### src/rtl/counter_sched_pkg.sv
// ---------------------------------------------------------------------------
// counter_sched_pkg
//   Shared definitions for the counter scheduler: FSM state encoding,
//   default geometry, the latched-command record and a small round-robin
//   helper.
//
//   The command record is sized for the widest supported counter (CMD_W).
//   Narrower instances zero-extend into it and truncate out of it, so one
//   package serves every WIDTH without parameterised types.
//
//   Optional feature macro (consumed by counter_sched):
//     COUNTER_SCHED_STOP_ON_ZERO_EN
// ---------------------------------------------------------------------------
package counter_sched_pkg;

  localparam int DEF_WIDTH = 8;
  localparam int DEF_NREQ  = 4;

  // Widest counter the command record can hold.
  localparam int CMD_W = 32;

  // Explicit encoding keeps the state register a plain 2-bit vector.
  typedef enum logic [1:0] {
    ST_IDLE = 2'd0,
    ST_LOAD = 2'd1,
    ST_RUN  = 2'd2,
    ST_DONE = 2'd3
  } state_e;

  // Command captured from the granted requester when it wins arbitration.
  typedef struct packed {
    logic             dir;    // 1 = count up, 0 = count down
    logic [CMD_W-1:0] val;    // counter load value
    logic [CMD_W-1:0] steps;  // number of ce cycles to issue
  } cmd_t;

  // Index following idx in a ring of n entries.
  function automatic int rr_next(input int idx, input int n);
    return (idx + 1 >= n) ? 0 : idx + 1;
  endfunction

endpackage

### src/rtl/counter_sched_rr_arbiter.sv
// ---------------------------------------------------------------------------
// rr_arbiter
//   Combinational round-robin selector. The search starts at index ptr and
//   moves upward, wrapping past NREQ-1 back to 0. The first requesting index
//   found wins.
//
// Ports
//   req  in  NREQ  request vector
//   ptr  in  IDXW  first index to consider
//   gnt  out NREQ  one-hot grant (all zero when no request)
//   idx  out IDXW  binary index of the granted requester
//   vld  out 1     some requester was granted
// ---------------------------------------------------------------------------
module rr_arbiter
  import counter_sched_pkg::*;
#(
  parameter  int NREQ = DEF_NREQ,
  localparam int IDXW = $clog2(NREQ)
) (
  input  logic [NREQ-1:0] req,
  input  logic [IDXW-1:0] ptr,
  output logic [NREQ-1:0] gnt,
  output logic [IDXW-1:0] idx,
  output logic            vld
);

  // Two passes implement the wrap without modulo arithmetic: first the
  // indices at or above the pointer, then everything from 0 upward.
  always_comb begin
    gnt = '0;
    idx = '0;
    vld = 1'b0;
    for (int i = 0; i < NREQ; i++) begin
      if (!vld && req[i] && (i >= int'(ptr))) begin
        vld    = 1'b1;
        gnt[i] = 1'b1;
        idx    = IDXW'(i);
      end
    end
    for (int i = 0; i < NREQ; i++) begin
      if (!vld && req[i]) begin
        vld    = 1'b1;
        gnt[i] = 1'b1;
        idx    = IDXW'(i);
      end
    end
  end

endmodule

### src/rtl/counter_sched.sv
// ---------------------------------------------------------------------------
// counter_sched
//   Shares one external up/down counter among NREQ requesters. A requester
//   raises req with a direction, load value and step count; the scheduler
//   grants round-robin, loads the counter, clocks it for the requested number
//   of steps and returns a one-cycle done pulse to the owner.
//
//   FSM: IDLE -> LOAD -> RUN (steps cycles) -> DONE -> IDLE
//        LOAD goes straight to DONE when steps is zero.
//   A request sampled in IDLE at cycle N completes with done at N+2+steps.
//
//   Optional feature (macro COUNTER_SCHED_STOP_ON_ZERO_EN):
//     a down-count stops early when the counter reports zero during RUN;
//     ce is withheld that cycle and done follows with aborted=1. Without the
//     macro down-counts wrap and aborted stays 0.
//
// Ports
//   clk        in  1           clock, posedge
//   rst        in  1           synchronous active-high reset
//   req        in  NREQ        per-requester level request
//   req_dir    in  NREQ        per-requester direction (1 = up)
//   req_val    in  NREQ*WIDTH  packed per-requester load values
//   req_steps  in  NREQ*WIDTH  packed per-requester step counts
//   done       out NREQ        one-cycle completion pulse to the owner
//   aborted    out 1           qualifies done: run ended early on zero
//   busy       out 1           scheduler not in IDLE
//   grant_id   out IDXW        current owner, valid while busy
//   ce         out 1           counter count enable
//   load_n     out 1           counter load strobe, active-low
//   up_down    out 1           counter direction
//   data_load  out WIDTH       counter load value
//   count_out  in  WIDTH       counter value (observed)
//   zero       in  1           counter is zero (observed)
// ---------------------------------------------------------------------------
module counter_sched
  import counter_sched_pkg::*;
#(
  parameter  int WIDTH = DEF_WIDTH,
  parameter  int NREQ  = DEF_NREQ,
  localparam int IDXW  = $clog2(NREQ)
) (
  input  logic                  clk,
  input  logic                  rst,
  input  logic [NREQ-1:0]       req,
  input  logic [NREQ-1:0]       req_dir,
  input  logic [NREQ*WIDTH-1:0] req_val,
  input  logic [NREQ*WIDTH-1:0] req_steps,
  output logic [NREQ-1:0]       done,
  output logic                  aborted,
  output logic                  busy,
  output logic [IDXW-1:0]       grant_id,
  output logic                  ce,
  output logic                  load_n,
  output logic                  up_down,
  output logic [WIDTH-1:0]      data_load,
  input  logic [WIDTH-1:0]      count_out,
  input  logic                  zero
);

  state_e          state_q, state_d;
  logic [IDXW-1:0] ptr_q, ptr_d;
  logic [IDXW-1:0] grant_q, grant_d;
  logic [NREQ-1:0] grant_oh_q, grant_oh_d;
  logic [WIDTH-1:0] rem_q, rem_d;
  logic            aborted_q, aborted_d;
  cmd_t            cmd_q, cmd_d;

  logic [NREQ-1:0] arb_gnt;
  logic [IDXW-1:0] arb_idx;
  logic            arb_vld;
  logic            stop_run;

  // Unpacked views of the packed per-requester command buses.
  logic [WIDTH-1:0] val_arr   [NREQ];
  logic [WIDTH-1:0] steps_arr [NREQ];

  for (genvar g = 0; g < NREQ; g++) begin : g_unpack
    assign val_arr[g]   = req_val[g*WIDTH +: WIDTH];
    assign steps_arr[g] = req_steps[g*WIDTH +: WIDTH];
  end

  rr_arbiter #(
    .NREQ (NREQ)
  ) u_arb (
    .req (req),
    .ptr (ptr_q),
    .gnt (arb_gnt),
    .idx (arb_idx),
    .vld (arb_vld)
  );

`ifdef COUNTER_SCHED_STOP_ON_ZERO_EN
  // A down-run reaching zero ends here instead of wrapping.
  assign stop_run = (state_q == ST_RUN) && !cmd_q.dir && zero;
`else
  assign stop_run = 1'b0;
`endif

  // The counter value is observed for visibility only; the schedule itself
  // is driven by the internal step counter.
  logic unused_obs;
  assign unused_obs = ^{count_out, zero};

  // Next-state and command capture
  always_comb begin
    state_d    = state_q;
    ptr_d      = ptr_q;
    grant_d    = grant_q;
    grant_oh_d = grant_oh_q;
    rem_d      = rem_q;
    aborted_d  = aborted_q;
    cmd_d      = cmd_q;

    case (state_q)
      ST_IDLE: begin
        aborted_d = 1'b0;
        if (arb_vld) begin
          grant_d      = arb_idx;
          grant_oh_d   = arb_gnt;
          ptr_d        = IDXW'(rr_next(int'(arb_idx), NREQ));
          cmd_d.dir    = req_dir[arb_idx];
          cmd_d.val    = CMD_W'(val_arr[arb_idx]);
          cmd_d.steps  = CMD_W'(steps_arr[arb_idx]);
          state_d      = ST_LOAD;
        end
      end

      ST_LOAD: begin
        rem_d   = WIDTH'(cmd_q.steps);
        state_d = (cmd_q.steps != '0) ? ST_RUN : ST_DONE;
      end

      ST_RUN: begin
        if (stop_run) begin
          aborted_d = 1'b1;
          state_d   = ST_DONE;
        end else begin
          rem_d = rem_q - 1'b1;
          // remaining==1 marks the final ce cycle
          if (rem_q == WIDTH'(1)) begin
            state_d = ST_DONE;
          end
        end
      end

      ST_DONE: begin
        state_d = ST_IDLE;
      end

      default: begin
        state_d = ST_IDLE;
      end
    endcase
  end

  // Control registers take reset; the captured command is plain data.
  always_ff @(posedge clk) begin
    if (rst) begin
      state_q    <= ST_IDLE;
      ptr_q      <= '0;
      grant_q    <= '0;
      grant_oh_q <= '0;
      rem_q      <= '0;
      aborted_q  <= 1'b0;
    end else begin
      state_q    <= state_d;
      ptr_q      <= ptr_d;
      grant_q    <= grant_d;
      grant_oh_q <= grant_oh_d;
      rem_q      <= rem_d;
      aborted_q  <= aborted_d;
    end
    cmd_q <= cmd_d;
  end

  // Outputs are decoded from state so reset clears them on the same edge.
  always_comb begin
    busy      = (state_q != ST_IDLE);
    grant_id  = grant_q;
    done      = '0;
    aborted   = 1'b0;
    ce        = 1'b0;
    load_n    = 1'b1;
    up_down   = 1'b0;
    data_load = '0;

    case (state_q)
      ST_LOAD: begin
        load_n    = 1'b0;
        data_load = WIDTH'(cmd_q.val);
      end
      ST_RUN: begin
        ce      = !stop_run;
        up_down = cmd_q.dir;
      end
      ST_DONE: begin
        done    = grant_oh_q;
        aborted = aborted_q;
      end
      default: begin
      end
    endcase
  end

endmodule

### config.mk
export PLATFORM = sky130hd
export DESIGN_NAME = counter_sched
export DESIGN_NICKNAME = d
export VERILOG_FILES = /design/src/rtl/counter_sched_pkg.sv /design/src/rtl/counter_sched_rr_arbiter.sv /design/src/rtl/counter_sched.sv
export SDC_FILE = /design/constraint.sdc
export NUM_CORES = 1
export LEC_CHECK = 0
export ABC_AREA = 0
export CAP_MARGIN = 20
export CORE_ASPECT_RATIO = 0.6
export CORE_MARGIN = 8
export CORE_UTILIZATION = 42
export DETAILED_ROUTE_END_ITERATION = 8
export PLACE_DENSITY = 0.81
export SLEW_MARGIN = 30
export SYNTH_ARGS = -nofsm -noshare
export SYNTH_HDL_FRONTEND = slang
export SYNTH_SLANG_ARGS = --single-unit
### constraint.sdc
create_clock -name clk -period 2.9 [get_ports clk]
set_clock_uncertainty 0.15 [all_clocks]
set_input_delay 0.58 -clock clk [delete_from_list [all_inputs] [get_ports clk]]
set_output_delay 0.58 -clock clk [all_outputs]
set_load 0.05 [all_outputs]
**Yosys cells after proc, flatten, opt, wreduce, memory -nomap -nowiden**

Index checks and enable logic that the tools add are counted.

- Reductions and logical operators: 23
- Bitwise operators: 1
- Mux-type cells: 41
- $add $sub $neg: 2
- Order comparisons: 6
- Equality and inequality tests: 6

Operators with widths:

| kind | count |
|---|---|
| 8-bit 2-to-1 mux | 5 |
| 8-bit binary-select mux with 2-bit select | 2 |
| 32-bit nonzero test | 1 |
| 1-bit 2-to-1 mux | 21 |
| 2-bit 2-to-1 mux | 9 |
| 8-bit one-hot mux with 2 select lines | 1 |
| 1-bit logical AND | 10 |
| 8-bit by 1-bit == test with 1-bit output, second input constant | 1 |
| 2-bit one-hot mux with 4 select lines | 1 |
| 8-bit by 1-bit subtractor with 8-bit output, second input constant | 1 |
| 1-bit logical NOT | 7 |
| 3-bit >= comparator, second input constant | 2 |
| 2-bit == test, second input constant | 2 |
| 1-bit by 2-bit >= comparator with 1-bit output, first input constant | 2 |
| 4-bit 2-to-1 mux | 1 |
| 2-bit inequality test, second input constant | 2 |
| 2-bit AND reduction | 2 |
| 2-bit nonzero test | 2 |
| 2-bit by 1-bit adder with 3-bit output, second input constant | 1 |
| 2-bit by 3-bit less-than comparator with 1-bit output, second input constant | 1 |
| 2-bit NOT with 3-bit output | 1 |
| 1-bit binary-select mux with 2-bit select | 1 |
| 2-bit by 1-bit == test with 1-bit output, second input constant | 1 |
| 2-bit >= comparator, first input constant | 1 |
| 2-bit logical NOT | 1 |

- Register bits: 35

**Longest topological paths before layout**

Gate-level depths: netlist of run 1.

- Depth after elaboration: 30
- Gate-level depth with buffers: 9
- Depth with buffers taken out: 7

**Hierarchy**

A second synthesis of run 1 with hierarchy kept.

- Cells, all modules: 205
- Area total of the unflattened synthesis: 2213.4 µm²

By module, submodules not included:

| module | instances | cells an instance | sequential area each (µm²) | area an instance (µm²) |
|---|---|---|---|---|
| counter_sched | 1 | 172 | 870.8 | 1990.7 |
| rr_arbiter | 1 | 33 | 0.0 | 222.7 |

**Worst setup path after synthesis of run 1**

No wires, ideal clock.

- Path type: reg2out
- Start: register state_q[0]
- End: output up_down
- Buffers on the path: 2
- Arrival time: 1.807 ns
- Cell stages (with the launch flop): 6
- Slack: 0.363 ns
- Required time: 2.170 ns
- Cells stage by stage: dfxtp_1 -> inv_1 -> ha_1 -> clkbuf_1 -> buf_2 -> and2_1

- Word-level cells in the longest chain between the ends: 2

RTL lines:

| what | RTL line | RTL |
|---|---|---|
| from (decl) | counter_sched.sv:60 | `state_e state_q, state_d;` |
| from (signal assigned) | counter_sched.sv:166 | `state_q <= state_d;` |
| 2-bit == test | counter_sched.sv:187 | `case (state_q)` |
| 1-bit 2-to-1 mux | counter_sched.sv:187 |  |
| to (decl) | counter_sched.sv:54 | `output logic up_down,` |

No other way between the ends.

**Final worst setup path of run 1**

- Start: register state_q[1]
- End: output data_load[1]

- Word-level cells in the longest chain between the ends: 2

RTL lines:

| what | RTL line | RTL |
|---|---|---|
| 2-bit by 1-bit == test with 1-bit output | counter_sched.sv:187 |  |
| 8-bit 2-to-1 mux | counter_sched.sv:187 |  |
| to (decl) | counter_sched.sv:55 | `output logic [WIDTH-1:0] data_load,` |

No other way between the ends.

==> results of run 1 <==
routing by layer:
layer,GRT usage [%],vias up
li1,-,1022
met1,17.42,888
met2,23.16,75
met3,9.934,8
met4,4.911,0
met5,0,-
power breakdown:
part | leakage (uW) | switching (uW) | internal [uW]
logic | 0.000926 | 928 | 700
clock network | 0.0000474 | 183 | 194
registers | 0.000316 | 143 | 790
state kept, by name, indices dropped and copies added, names as in the netlist:
| register | cells |
|---|---|
| grant_oh_q | 4 |
| rem_q | 8 |
| cmd_q | 17 |
| grant_id | 2 |
| ptr_q | 2 |
| state_q | 2 |
per-stage QoR:
stage | hold slack [ns] | setup WS (ns) | power [uW] | util, % | instances
CTS | 0.3081 | 0.1027 | 2960 | 64.58 | 387
global placement | 0.2938 | 0.1625 | 2536 | 62.65 | 379
finish | 0.3044 | 0.1114 | 2938 | 64.58 | 387
detailed placement | 0.2985 | 0.1401 | 2578 | 62.65 | 379
global route | 0.3275 | 0.03489 | 3138 | 64.58 | 387
floorplan | 0.2817 | 0.3635 | 2105 | - | 231
cells by family (layout without fill, tap and decap cells):
logic type,Yosys count,in the layout,synth area share (%)
adder cells (fa/ha/maj),7,7,3.895
other,1,1,0.1668
multiplexers,54,54,24.04
AO/OA/AOI/OAI,49,49,14.02
buffers and inverters,25,115,5.787
flip-flops,35,35,38.73
AND/OR/NAND/NOR,60,60,13.36
critical path: stages (launching register included):
cell and delay, ns:
dfxtp_1 0.36, inv_1 0.09, ha_1 0.32, and2_1 0.20, clkdlybuf4s50_1 0.80
synthesized netlist by cell type (all sizes together), types with 2 or more instances:
cell	number
a211oi	5
a21oi	17
a22oi	3
a31oi	2
and2	13
buf	10
clkbuf	4
dfxtp	18
edfxtp	17
ha	7
inv	11
mux2i	54
nand2	15
nand3	3
nor2	19
nor4	2
o21ai	8
o22ai	3
o31ai	2
or4	4
cell type report:
| cell class | count | area (sq um) |
|---|---|---|
| fill | 439 | 1808 |
| clock inverter | 2 | 16.27 |
| multi-input combinational | 171 | 1252 |
| inverter | 11 | 41.29 |
| clock buffer | 6 | 82.58 |
| sequential | 35 | 870.8 |
| timing repair buffer | 96 | 950.9 |
| tap | 66 | 82.58 |
path summary, 6_finish.rpt:
kind | startpoint | to | slack, ns | cells after the start
worst max-delay path | state_q[1]$_SDFFE_PP0P_ | data_load[1] | 0.11 | 4
worst min-delay path | grant_oh_q[2]$_SDFFE_PP0P_ | grant_oh_q[2]$_SDFFE_PP0P_ | 0.30 | 2
worst max register to register | state_q[0]$_SDFFE_PP0P_ | state_q[1]$_SDFFE_PP0P_ | 0.78 | 7
worst min register to register | grant_oh_q[2]$_SDFFE_PP0P_ | grant_oh_q[2]$_SDFFE_PP0P_ | 0.30 | 2
==> flow_metrics.py, run 1 <==
metrics = {
    "setup_path": {
        "crit_path_end_kind": "primary output",
        "cp-start-kind": "flop",
        "critical_path_arrival_ns": 2.06,
        "crit_fanout": 9,
        "worstSetupPathType": "flop to primary output",
        "required_ns": 2.17,
    },
    "clocking": {
        "post_cts_buffers": 0,
        "clk_latency_ns": 0.29,
        "numCtsBuffers": 5,
        "htreeDepth": 2,
        "clock-sinks": 35,
        "cts_root_buf": "clkbuf_8",
        "cts_hold_buf": 0,
        "cts_max_path_buffers": 2,
        "cts_resized": 0,
        "cts_tree": "yes",
        "path_clk_slew_ns": 0.07,
    },
    "floorplanning": {
        "initial_core_util_pct": 44.04,
        "die_h_microns": 72.68,
        "die_w_microns": 110.5,
        "io_pins": 102,
        "coreArea_sq_um": 5105,
        "row_count": 20,
        "die_area_sq_um": 8027,
    },
    "sta": {
        "finalSetupViolations": 0,
        "fin_crit_ns": 2.789,
        "rsz0062_at_grt": "no",
        "max_freq_mhz": 358.6,
        "hold_viol": 0,
        "finalCritPeriodShare_pct": 96.16,
        "slew_headroom_pct": 51.72,
        "final.setup.tns_ns": 0,
        "tightest_slew_ns": 0.7219,
        "slew_viol_final": 0,
    },
    "finish": {
        "final_nets": 410,
        "final_cell_mix": "clkdlybuf4s50_1, mux2i_1, nor2_1, dfxtp_1",
        "postLayoutCellArea_sq_um": 3297,
        "diodes": 0,
        "drive_gt1_share_pct": 8.723,
        "syn_to_final_growth_pct": 46.63,
        "layout_commonest_cell": "clkdlybuf4s50_1",
    },
    "grt": {
        "grt_max_degree": 21,
        "antenna_found_initial": 0,
        "grt_pass1_vias": 2012,
        "grt_usage_pct": 15.39,
        "overflow": 0,
        "grt_pass1_wl_microns": 9942,
    },
    "detailed_routing": {
        "route.detailed.drc": 0,
        "drtIter0Drc": 60,
        "first_pass_iters": 4,
        "vias_per_cell": 5.150,
        "drt-met1-wl_microns": 2758,
        "totalWireLength_microns": 6264,
        "routed-wl-met2_microns": 2665,
        "wl_per_cell_microns": 16.19,
        "ant_nets": 0,
        "highest_layer": "met4",
        "route.met3.wl_microns": 774,
        "via_count": 1993,
    },
    "run": {
        "maxCapViolations": 0,
    },
    "placement": {
        "place.gp.congestion": 0.8482,
        "portBuffers": 91,
        "place_hpwl_microns": 5129,
        "postPlaceCellArea_sq_um": 3198,
    },
    "status": {
        "outcome": "finished, final reports clean",
    },
    "power": {
        "p_leak_uw": 0.001290,
        "ir_drop_uv": 342.3,
        "p_per_area_nw_per_um2": 891.2,
    },
    "synth": {
        "synth_flop_cell": "dfxtp_1",
        "syn_inst": 231,
        "synth-edff-count": 17,
        "synth_cell_types": 39,
        "synth_async_sr_flop_share_pct": 0,
        "seq_area_frac_synth_pct": 38.73,
        "synth_seq_cells": 35,
        "syn_area_sq_um": 2248,
        "syn-num-nets": 321,
        "ys_top_cells_by_area": "mux2i_1, edfxtp_1, dfxtp_1",
        "netlist.area_leader.share_pct": 24.04,
        "synth-warning-count": 0,
        "synth.avg_cell_area_sq_um": 9.733,
        "synth_area_leader_cell": "mux2i_1",
    },
    "worst_hold_path": {
        "hp-class": "flop to flop",
    },
}
No activity file was read; power rests on OpenSTA's default activity.
==> inputs of run 2 (changes only) <==
Settings changed: GPL_ROUTABILITY_DRIVEN set to 0.
==> results of run 2 <==
No change in the layout: final DEF, timing and power equal those of run 1.
==> inputs of run 3 (changes only) <==
Settings changed: CORE_UTILIZATION 42 to 45, CTS_CLUSTER_SIZE set to 30, PLACE_DENSITY 0.81 to 0.86.
Clock period 2.9 ns to 3.59 ns, I/O delays scaled along.
==> run 3 against run 2 <==
Against the previous run: final area did not move; global-route usage rose by 0.26 points; clock power fell by 27%; non-clock buffer count did not move; power fell by 20%; worst hold slack got worse by 0.00092 ns.
==> flow_metrics.py, run 3 (synthesized netlist as in run 1, its figures left out) <==
metrics = {
    "sta": {
        "slew_viol_final": 0,
        "fin_crit_ns": 3.004,
        "final.setup.tns_ns": 0,
        "rsz0062_at_grt": "no",
        "hold_viol": 0,
        "tightest_slew_ns": 0.7055,
        "finalCritPeriodShare_pct": 83.67,
        "max_freq_mhz": 332.9,
        "finalSetupViolations": 0,
        "slew_headroom_pct": 52.82,
    },
    "detailed_routing": {
        "totalWireLength_microns": 6159,
        "ant_nets": 0,
        "vias_per_cell": 5.243,
        "drtIter0Drc": 85,
        "wl_per_cell_microns": 15.91,
        "route.detailed.drc": 0,
        "first_pass_iters": 4,
        "via_count": 2029,
    },
    "grt": {
        "grt_max_degree": 30,
        "antenna_found_initial": 0,
        "overflow": 0,
        "grt_pass1_vias": 1989,
        "grt_pass1_wl_microns": 9494,
        "grt_usage_pct": 15.65,
    },
    "setup_path": {
        "critical_path_arrival_ns": 2.14,
        "worstSetupPathType": "flop to primary output",
        "crit_path_end_kind": "primary output",
        "crit_fanout": 10,
        "required_ns": 2.72,
        "cp-start-kind": "flop",
    },
    "finish": {
        "drive_gt1_share_pct": 5.607,
        "diodes": 0,
        "reg.largest.list": "cmd_q x17, rem_q x8, grant_oh_q x4",
        "syn_to_final_growth_pct": 46.63,
        "final_util_pct": 66.88,
        "largest_reg_flops": 17,
        "regMostFlops": "cmd_q",
        "final_cell_mix": "clkdlybuf4s50_1, mux2i_1, nor2_1, dfxtp_1",
        "layout_commonest_cell": "clkdlybuf4s50_1",
        "final_nets": 410,
    },
    "clocking": {
        "cts_hold_buf": 0,
        "numCtsBuffers": 5,
        "htreeDepth": 2,
        "clk_latency_ns": 0.28,
        "cts_max_path_buffers": 2,
        "cts_root_buf": "clkbuf_8",
        "path_clk_slew_ns": 0.07,
        "post_cts_buffers": 0,
        "cts_resized": 0,
        "cts_tree": "yes",
        "clock-sinks": 35,
    },
    "floorplanning": {
        "coreArea_sq_um": 4930,
        "io_pins": 102,
        "die_w_microns": 107.3,
        "initial_core_util_pct": 45.61,
        "die_area_sq_um": 7588,
        "row_count": 20,
        "die_h_microns": 70.75,
    },
    "run": {
        "maxCapViolations": 0,
    },
    "placement": {
        "place_hpwl_microns": 5031,
        "portBuffers": 91,
    },
    "status": {
        "outcome": "finished, final reports clean",
    },
    "power": {
        "p_leak_uw": 0.001264,
        "ir_drop_uv": 327.9,
        "p_per_area_nw_per_um2": 712.1,
    },
    "worst_hold_path": {
        "hp-class": "flop to flop",
    },
}
## run 3: cell type report
type / instances / area, sq um
clock buffer: 5 / 68.82
clock inverter: 3 / 20.02
fill: 369 / 1633
inverter: 11 / 41.29
multi-input combinational: 171 / 1252
sequential: 35 / 870.8
tap: 66 / 82.58
timing repair buffer: 96 / 960.9
## run 3: worst paths after layout
check	from	end	slack, ns	cells after the start
worst max-delay path	state_q[0]$_SDFFE_PP0P_	ce	0.59	4
worst min register to register	grant_oh_q[2]$_SDFFE_PP0P_	grant_oh_q[2]$_SDFFE_PP0P_	0.30	2
worst max register to register	state_q[1]$_SDFFE_PP0P_	state_q[0]$_SDFFE_PP0P_	1.48	7
worst min-delay path	grant_oh_q[2]$_SDFFE_PP0P_	grant_oh_q[2]$_SDFFE_PP0P_	0.30	2
## run 3: power by group
part           internal [uW]  switching (uW)  leakage (uW)
Combinational            566             754      0.000907
Clock                    135             141     0.0000418
Sequential               638             115      0.000316
## run 3: metal layers
layer  vias up  share of wire, %  GRT usage (%)
met2        92                42          22.78
met3         2                15          10.43
met4         0              0.19          3.256
li1       1026                 -              -
met5         -                 0              0
met1       909                43          18.62
## run 3: worst max-delay path: stages (launching register included)
cell and delay, ns:
dfxtp_1 0.35, inv_1 0.12, ha_1 0.34, buf_4 0.23, clkdlybuf4s50_1 0.81
## run 3: through the flow
stage / hold WS, ns / total power (uW) / std cells / worst slack [ns] / cell area (sq um)
detailed placement: 0.2975 / 2081 / 379 / 0.6142 / 3208
CTS: 0.3072 / 2359 / 387 / 0.5802 / 3297
finish: 0.3035 / 2348 / 387 / 0.5862 / 3297
global route: 0.3306 / 2500 / 387 / 0.4825 / 3297
global placement: 0.2907 / 2044 / 379 / 0.6529 / 3208
floorplan: 0.2817 / 1701 / 231 / 0.9155 / 2248
